File: config.mk
export PLATFORM = sky130hd
export DESIGN_NAME = uart_rx_framed
export DESIGN_NICKNAME = d
export VERILOG_FILES = /design/src/rtl/uart_rx_framed.sv
export SDC_FILE = /design/constraint.sdc
export NUM_CORES = 1
export LEC_CHECK = 0
export CAP_MARGIN = 25
export CORE_ASPECT_RATIO = 1.4
export CORE_MARGIN = 2
export CORE_UTILIZATION = 55
export DETAILED_ROUTE_END_ITERATION = 8
export PLACE_DENSITY_LB_ADDON = 0.15
export REMOVE_ABC_BUFFERS = 1
export SLEW_MARGIN = 0
export SYNTH_ARGS = -nofsm -noshare
export SYNTH_HDL_FRONTEND = slang
export SYNTH_SLANG_ARGS = --single-unit
File: constraint.sdc
create_clock -name i_clk -period 2.5 [get_ports i_clk]
set_input_delay 0.5 -clock i_clk [delete_from_list [all_inputs] [get_ports i_clk]]
set_output_delay 0.5 -clock i_clk [all_outputs]
set_load 0.05 [all_outputs]
File: src/rtl/uart_rx_framed.sv
// UART receiver with start/data/parity/stop framing, mid-bit sampling,
// false-start rejection, and parity/framing error flags.
//
// Output handshake: o_valid is a single-cycle pulse with no ready/backpressure.
// o_data, o_parity_err and o_frame_err are meaningful only while o_valid is high.
// o_data holds its value until the next pulse, and the error flags read 0
// between pulses. o_dbg_state exposes the FSM state for observation.
module uart_rx_framed #(
  parameter int CLK_DIV     = 10417,
  parameter int DATA_BITS   = 8,
  parameter int PARITY_MODE = 0,
  parameter int STOP_BITS   = 1
) (
  input  logic                 i_clk,
  input  logic                 i_rst,
  input  logic                 i_rx,
  output logic [DATA_BITS-1:0] o_data,
  output logic                 o_valid,
  output logic                 o_parity_err,
  output logic                 o_frame_err,
  output logic                 o_busy,
  output logic [2:0]           o_dbg_state
);

  localparam int CW   = $clog2(CLK_DIV);
  localparam int HALF = CLK_DIV / 2;
  localparam int BW   = 4;
  localparam logic [CW-1:0] HALF_M1   = CW'(HALF - 1);
  localparam logic [CW-1:0] FULL_M1   = CW'(CLK_DIV - 1);
  localparam logic [BW-1:0] DATA_LAST = BW'(DATA_BITS - 1);
  localparam logic [BW-1:0] STOP_LAST = BW'(STOP_BITS - 1);

  typedef enum logic [2:0] {
    S_IDLE   = 3'd0,
    S_START  = 3'd1,
    S_DATA   = 3'd2,
    S_PARITY = 3'd3,
    S_STOP   = 3'd4
  } state_t;

  state_t               state_q, state_d;
  logic                 rx_s1_q, rx_s1_d, rx_s2_q, rx_s2_d;
  logic [1:0]           warm_q, warm_d;   // synchroniser fill count after reset
  logic                 armed_q, armed_d; // line seen high while idle
  logic [CW-1:0]        cnt_q, cnt_d;
  logic [BW-1:0]        bit_q, bit_d;
  logic [DATA_BITS-1:0] shift_q, shift_d;
  logic                 par_q, par_d;
  logic                 perr_q, perr_d;
  logic                 ferr_q, ferr_d;
  logic [DATA_BITS-1:0] data_out_q, data_out_d;
  logic                 valid_q, valid_d;
  logic                 perr_out_q, perr_out_d;
  logic                 ferr_out_q, ferr_out_d;
  logic                 rx;
  logic                 sample;

  assign rx     = rx_s2_q;
  assign sample = (cnt_q == FULL_M1);

  // Next-state, counters, shift register and output registers.
  always_comb begin
    state_d    = state_q;
    rx_s1_d    = i_rx;
    rx_s2_d    = rx_s1_q;
    warm_d     = (warm_q == 2'd2) ? warm_q : warm_q + 2'd1;
    armed_d    = armed_q;
    cnt_d      = cnt_q + CW'(1);
    bit_d      = bit_q;
    shift_d    = shift_q;
    par_d      = par_q;
    perr_d     = perr_q;
    ferr_d     = ferr_q;
    data_out_d = data_out_q;
    valid_d    = 1'b0;
    perr_out_d = 1'b0;
    ferr_out_d = 1'b0;

    case (state_q)
      S_IDLE: begin
        cnt_d = '0;
        // A start needs the line to have been seen high first, so a line
        // held low out of reset or after a break never begins a frame.
        if (armed_q && !rx) begin
          state_d = S_START;
          armed_d = 1'b0;
        end else begin
          armed_d = armed_q | ((warm_q == 2'd2) & rx);
        end
      end
      S_START: begin
        if (cnt_q == HALF_M1) begin
          if (rx) begin
            state_d = S_IDLE;
          end else begin
            state_d = S_DATA;
            cnt_d   = '0;
            bit_d   = '0;
            shift_d = '0;
            par_d   = 1'b0;
            perr_d  = 1'b0;
            ferr_d  = 1'b0;
          end
        end
      end
      S_DATA: begin
        if (sample) begin
          cnt_d   = '0;
          shift_d = {rx, shift_q[DATA_BITS-1:1]};
          par_d   = par_q ^ rx;
          bit_d   = bit_q + BW'(1);
          if (bit_q == DATA_LAST) begin
            bit_d   = '0;
            state_d = (PARITY_MODE != 0) ? S_PARITY : S_STOP;
          end
        end
      end
      S_PARITY: begin
        if (sample) begin
          cnt_d   = '0;
          perr_d  = ((par_q ^ rx) != (PARITY_MODE == 1));
          state_d = S_STOP;
        end
      end
      S_STOP: begin
        if (sample) begin
          cnt_d  = '0;
          ferr_d = ferr_q | ~rx;
          bit_d  = bit_q + BW'(1);
          if (bit_q == STOP_LAST) begin
            // Return to idle at mid-stop so a back-to-back start is caught.
            state_d    = S_IDLE;
            bit_d      = '0;
            valid_d    = 1'b1;
            data_out_d = shift_q;
            perr_out_d = perr_q;
            ferr_out_d = ferr_q | ~rx;
          end
        end
      end
      default: begin
        state_d = S_IDLE;
      end
    endcase
  end

  // State and data registers with synchronous active-high reset.
  always_ff @(posedge i_clk) begin
    if (i_rst) begin
      state_q    <= S_IDLE;
      rx_s1_q    <= 1'b1;
      rx_s2_q    <= 1'b1;
      warm_q     <= 2'd0;
      armed_q    <= 1'b0;
      cnt_q      <= '0;
      bit_q      <= '0;
      shift_q    <= '0;
      par_q      <= 1'b0;
      perr_q     <= 1'b0;
      ferr_q     <= 1'b0;
      data_out_q <= '0;
      valid_q    <= 1'b0;
      perr_out_q <= 1'b0;
      ferr_out_q <= 1'b0;
    end else begin
      state_q    <= state_d;
      rx_s1_q    <= rx_s1_d;
      rx_s2_q    <= rx_s2_d;
      warm_q     <= warm_d;
      armed_q    <= armed_d;
      cnt_q      <= cnt_d;
      bit_q      <= bit_d;
      shift_q    <= shift_d;
      par_q      <= par_d;
      perr_q     <= perr_d;
      ferr_q     <= ferr_d;
      data_out_q <= data_out_d;
      valid_q    <= valid_d;
      perr_out_q <= perr_out_d;
      ferr_out_q <= ferr_out_d;
    end
  end

  assign o_data       = data_out_q;
  assign o_valid      = valid_q;
  assign o_parity_err = perr_out_q;
  assign o_frame_err  = ferr_out_q;
  assign o_busy       = (state_q != S_IDLE);
  assign o_dbg_state  = state_q;

endmodule
Word level (Yosys, flattened, before mapping):

Cells that the tools add are included.

* mux-type cells: 33
* bitwise gates (word level): 8
* $add $sub $neg: 3
* equal/unequal tests: 16
* reductions and logical operators: 18

Operators by type and width (count)
* two-way mux 14 bit: 3
* one-hot mux 14 bit (3 select lines): 1
* two-way mux 4 bit: 6
* two-way mux 8 bit: 3
* two-way mux 3 bit: 7
* inequality test 2 bit (second input constant): 8
* one-hot mux 8 bit (2 select lines): 1
* one-hot mux 3 bit (5 select lines): 1
* adder 14 x 1 -> 14 bit (second input constant): 1
* == test 14 x 13 -> 1 bit (second input constant): 1
* == test 14 bit (second input constant): 1
* one-hot mux 4 bit (3 select lines): 1
* AND reduction 4 bit: 3
* AND reduction 7 bit: 1
* == test 3 x 2 -> 1 bit (second input constant): 2
* two-way mux 1 bit: 6
* one-hot mux 1 bit (2 select lines): 3
* nonzero test 2 bit: 3
* nonzero test 3 bit: 2
* OR reduction 3 bit: 2
* AND reduction 5 bit: 1
* adder 4 x 1 -> 4 bit (second input constant): 1
* == test 4 x 3 -> 1 bit (second input constant): 1
* zero test 4 bit: 1
* 14 further kinds: 18

* word-level logic and storage cells: 93
* output and inout bits: 15
* bits of input ports: 3
* bits in registers: 48

Longest topological paths before layout:

Gate-level depths: netlist of the first run.

* depth in word-level cells: 4
* gate-level depth with buffers: 8
* mapped depth without buffers: 7

Worst setup path after synthesis of the first run:

OpenSTA, ideal clock, no wires.

* path type: flip-flop to flip-flop
* from: register state_q[2], in the netlist o_dbg_state[2]
* to: register bit_q[0]
* clock period less this slack: 2.187 ns
* cell stages (with the launch flop): 7
* path buffers: 1
* data arrival time: 2.117 ns
* library setup time: 0.070 ns
* required time: 2.430 ns
* path slack: 0.313 ns
* cell sequence: dfxtp_1 clkbuf_1 nor3b_1 nor3_1 or3_1 a211o_1 a21oi_1

* cells in the longest elaborated chain, start to end: 3
* elaborated cells between the ends (all ways): 10
* classes of those cells: eq/ne (7); mux (1); reduce/logical (2)

Ends and longest elaborated chain
* start, declared: line 41 `state_t state_q, state_d;`
* start signal, assigned: line 166 `state_q <= state_d;`
* == test 3 x 1 -> 1 bit (tied with other cells): line 79 `case (state_q)`
* inequality test 2 bit (no source line) or nonzero test 3 bit (tied branches)
* AND reduction 5 bit (no source line)
* end signal, assigned: line 172 `bit_q <= bit_d;`
* end, declared: line 46 `logic [BW-1:0] bit_q, bit_d;`

Parallel ways exist; a longest one is shown, timed or not.
A chain may end at the register's enable or synchronous reset.

Worst setup path in the final report of the first run:

* from: register state_q[1], in the netlist o_dbg_state[1]
* to: output o_dbg_state[1]

RTL lines
* end, declared: line 22 `output logic [2:0] o_dbg_state`

No word-level cell between the ends.

==> summary by stage, run 1 <==
Final layout
From synthesis to final layout, the design area changed by 13.8%. The multi-input gate area in the final layout is approximately 1200 um2. The repair_antennas step left the layout with diodes totalling 0. The area of all placed cells without fillers is approximately 2500 um2. The area taken by flip-flops and latches is 961 um2. The share of layout cells above drive strength 1 is 0.0731. The net total in the final layout is approximately 270.

After filler insertion, the fill cell instance count of the layout stands at approximately 300.

Power and ir drop
The power density normalized to cell area is approximately 660 nW/um2. The internal cell power is roughly 1.1 mW. The part of the power in combinational logic is 0.196.

The analysis attributes to net switching a power of 506 uW. The share of total power dissipated in the clock network is 0.286. The share of total power dissipated in sequential elements is 0.518.

In this run the static leakage power is 0.827 nW. IR analysis of the VDD net gives a maximum drop of between 0.5 and 0.6 mV. Of the total power, the share spent switching nets is 0.309.

Worst setup path
On the critical path, the stage with the largest delay is an instance of sky130_fd_sc_hd__clkdlybuf4s50_1. The setup check on the worst reg-to-reg path leaves a slack of 0.24 ns. Grouping stages by cell kind, the critical path spends the most delay in buffers and inverters. The data required time at the worst endpoint is 2.00 ns.

Together, buffers and inverters on the worst path number 1. The largest stage delay on the critical path is 0.90 ns. STA classifies the critical path startpoint as a flop. The maximum fanout along the worst path is 16. STA classifies the critical path endpoint as an output pin. STA puts the critical path data arrival time at 1.85 ns. Walking the worst path, the cells encountered are clkdlybuf4s50_1. The path type of the worst setup path is reg2out.

Placement
Detailed placement ended at an HPWL of approximately 3.2 mm. Buffers placed on the I/O ports in this run total 17. The post-placement cell area is roughly 2400 um2. At the end of routability-driven placement, the weighted congestion stood at ~0.90.

The worst slack at placement is around 0.25 ns.

Drt
The total via count in the routed design is ~1800. The number of antenna-violating nets in the routed design is 0. Dividing the detail-routed wire length by the instance count gives between 10 and 15 um.

For this run, design rule violations remaining after detail routing come to 0. The number of detailed-route iterations in the first pass is 4. The violation count after the first detailed-route iteration is around 110. After detailed routing, the number of vias per cell comes to ~5.9. The final wirelength is 4.43 mm.

Clock tree
The post-CTS setup buffer count is 0. For the worst-skew pair, the clock arrives at the later sink with an insertion delay of 0.30 ns. In this run, CTS created clock tree buffers numbering 5. Clock-pin slew was measured on the worst setup and hold paths at around 0.090 ns. Gates resized during post-CTS repair numbered 0.

The CTS root buffer is sky130_fd_sc_hd__clkbuf_8. TritonCTS built the clock tree. Clock tree synthesis found a total of 48 sinks. CTS built an H-tree with a depth of 2. The cts-stage hold buffer count is 0. In this run the deepest clock path goes through 2 buffers.

GRT
The via count of the first global-routing pass came to approximately 1700. Entering global routing, the biggest net connects 22 pins. The total overflow reported by the global router is 0. The number of antenna violations at the first check in global routing came to 0.

In the global route stage, overall resource usage came out at 0.209. The wire length of the first global-routing pass is between 7 and 8 mm.

STA
Derived from the worst setup path, the maximum achievable clock frequency is between 400 and 500 MHz. The final max-slew violation count is 0. The count of final setup violators is 0. For the finished layout, the period the worst path requires is roughly 2.4 ns. The setup slack of the critical path after layout is about 0.15 ns. The count of final hold-check violations was 0. The total negative slack is 0 ns. In the finished design, the share of the clock period the worst path needs comes to 0.942. The worst-case clock skew is between 0.009 and 0.01 ns. Measured against its own limit, the worst slew margin works out to 0.567. The slew of the pin with the lowest slew margin is around 0.65 ns.

Setup repair after global routing left no endpoint under its margin.

Min path
The class of the most critical hold timing path is reg2reg.

Synthesis
The library cell with the largest summed area after synthesis is sky130_fd_sc_hd__dfxtp_1. The fraction of synthesized cell area taken by the top area cell type is 0.438. In the synthesized netlist the dominant register cell turns out to be sky130_fd_sc_hd__dfxtp_1. Counting flops with a built-in enable in the synthesized netlist gives 0. In the post-synthesis netlist, the biggest area contributors are sky130_fd_sc_hd__dfxtp_1 (44%), sky130_fd_sc_hd__nor2_1 (5.7%), sky130_fd_sc_hd__mux2i_1 (4.6%). The commonest cells after synthesis are sky130_fd_sc_hd__dfxtp_1 (48), sky130_fd_sc_hd__nor2_1 (33), sky130_fd_sc_hd__nand2_1 (17). The number of distinct library cell variants in the gate-level netlist after synthesis is 51. For this run, the number of Yosys warnings is 0. The cell area that synthesis handed to floorplanning was 2190 um2. The mean instance size in the synthesized netlist is between 9 and 10 um2. The number of synthesized register bits is 48. After synthesis, the share of flip-flops with an asynchronous set or reset is 0. The sequential-to-total area share from yosys stat is 0.438.

The number of instances in the synthesized netlist is 240. The most common cell in the netlist is sky130_fd_sc_hd__dfxtp_1.

Run status
The run finished with clean final reports.

Floorplanning
The top-level port count is 18. In this run the vertical extent of the chip is 78.7 um. The floorplan step defined a core boundary enclosing slightly below 4000 um2. The overall die width is ~57 um.

The initialized floorplan defines 27 standard-cell rows. The die covers roughly 4500 um2. The initial core utilization is 0.564.

Run
The max capacitance violation total is 0.
routing by layer:
metal | GRT usage | share of wire | vias to the layer above
met2 | 0.374 | 0.52 | 34
met5 | 0 | 0 | -
met3 | 0.0391 | 0.028 | 5
met1 | 0.242 | 0.44 | 861
li1 | - | - | 897
met4 | 0.0791 | 0.011 | 0
power by group through the flow:
stage | logic [mW] | clock network (mW) | registers [mW]
after floorplan | 0.208 | 0 | 0.878
after global placement | 0.315 | 0 | 0.862
after CTS | 0.323 | 0.483 | 0.847
final | 0.321 | 0.468 | 0.848
after global routing | 0.355 | 0.512 | 0.853
after detailed placement | 0.321 | 0 | 0.864
worst paths after layout:
path	start	endpoint	depth (start not counted)
hold / removal	rx_s1_q$_SDFF_PP1_	rx$_SDFF_PP1_	1
setup reg to reg	cnt_q[0]$_SDFF_PP0_	shift_q[2]$_SDFFE_PP0P_	6
hold reg to reg	rx_s1_q$_SDFF_PP1_	rx$_SDFF_PP1_	1
setup / recovery	o_dbg_state[1]$_SDFFE_PP0P_	o_dbg_state[1]	1
per-stage QoR:
stage / total power [mW] / hold slack, ns / util / std cells
after floorplan: 1.09 / 0.389 / - / 233
after global placement: 1.18 / 0.411 / 0.618 / 295
after detailed placement: 1.19 / 0.412 / 0.618 / 295
after CTS: 1.65 / 0.435 / 0.642 / 303
after global routing: 1.72 / 0.443 / 0.642 / 303
final: 1.64 / 0.424 / 0.642 / 303
final cells by class:
cell class | count | share of cell area
Clock buffer | 7 | 0.0346
Clock inverter | 1 | 0.00301
Inverter | 12 | 0.0181
Multi-Input combinational cell | 173 | 0.464
Sequential cell | 48 | 0.385
Tap cell | 43 | 0.0216
Timing Repair Buffer | 19 | 0.0732
state kept, by name (all words and copies together), names as in the netlist:
name and flops:
rx_s1_q 1, o_valid 1, rx 1, bit_q 4, par_q 1, shift_q 8, ferr_q 1, o_frame_err 1
perr_q 1, o_dbg_state 3, armed_q 1, cnt_q 14, o_data 8, warm_q 2, o_parity_err 1
logic make-up after synthesis:
logic type | after synthesis | synth area share
multiplexers | 10 | 0.0457
AND/OR/NAND/NOR | 102 | 0.251
XOR/XNOR | 14 | 0.0559
AO/OA/AOI/OAI | 42 | 0.147
adder cells (fa/ha/maj) | 5 | 0.0285
buffers and inverters | 19 | 0.0331
flip-flops | 48 | 0.438
cells in the final DEF, fill, tap and decap left out, types with 2 or more instances in the layout:
master,count
sky130_fd_sc_hd__and2_1,2
sky130_fd_sc_hd__clkbuf_8,6
sky130_fd_sc_hd__nor2_1,33
sky130_fd_sc_hd__xnor2_1,6
sky130_fd_sc_hd__and4_1,2
sky130_fd_sc_hd__nor3b_1,2
sky130_fd_sc_hd__or3_1,2
sky130_fd_sc_hd__nand2_1,17
sky130_fd_sc_hd__o31ai_1,2
sky130_fd_sc_hd__a22o_1,8
sky130_fd_sc_hd__o21ai_0,3
sky130_fd_sc_hd__or4_1,2
sky130_fd_sc_hd__nand3_1,6
sky130_fd_sc_hd__clkdlybuf4s50_1,16
sky130_fd_sc_hd__a211o_1,3
sky130_fd_sc_hd__nor3_1,7
sky130_fd_sc_hd__a311oi_1,2
sky130_fd_sc_hd__buf_4,3
sky130_fd_sc_hd__nand2b_1,5
sky130_fd_sc_hd__ha_1,5
sky130_fd_sc_hd__mux2i_1,10
sky130_fd_sc_hd__xor2_1,8
sky130_fd_sc_hd__o32ai_1,2
sky130_fd_sc_hd__o21a_1,2
sky130_fd_sc_hd__nor2b_1,2
sky130_fd_sc_hd__nand4_1,6
sky130_fd_sc_hd__a21oi_1,10
sky130_fd_sc_hd__nand4bb_1,4
sky130_fd_sc_hd__inv_1,12
sky130_fd_sc_hd__dfxtp_1,48
sky130_fd_sc_hd__or2_2,2
Power figures use the tool's default switching activity.
==> run 2: changes to the inputs <==
--- a/config.mk
+++ b/config.mk
@@ -10,6 +10,7 @@
 export CORE_MARGIN = 2
 export CORE_UTILIZATION = 55
 export DETAILED_ROUTE_END_ITERATION = 8
+export HOLD_SLACK_MARGIN = 0.03
 export PLACE_DENSITY_LB_ADDON = 0.15
 export REMOVE_ABC_BUFFERS = 1
 export SLEW_MARGIN = 0
==> results of run 2 <==
Final layout, timing and power as in run 1 (identical DEF).
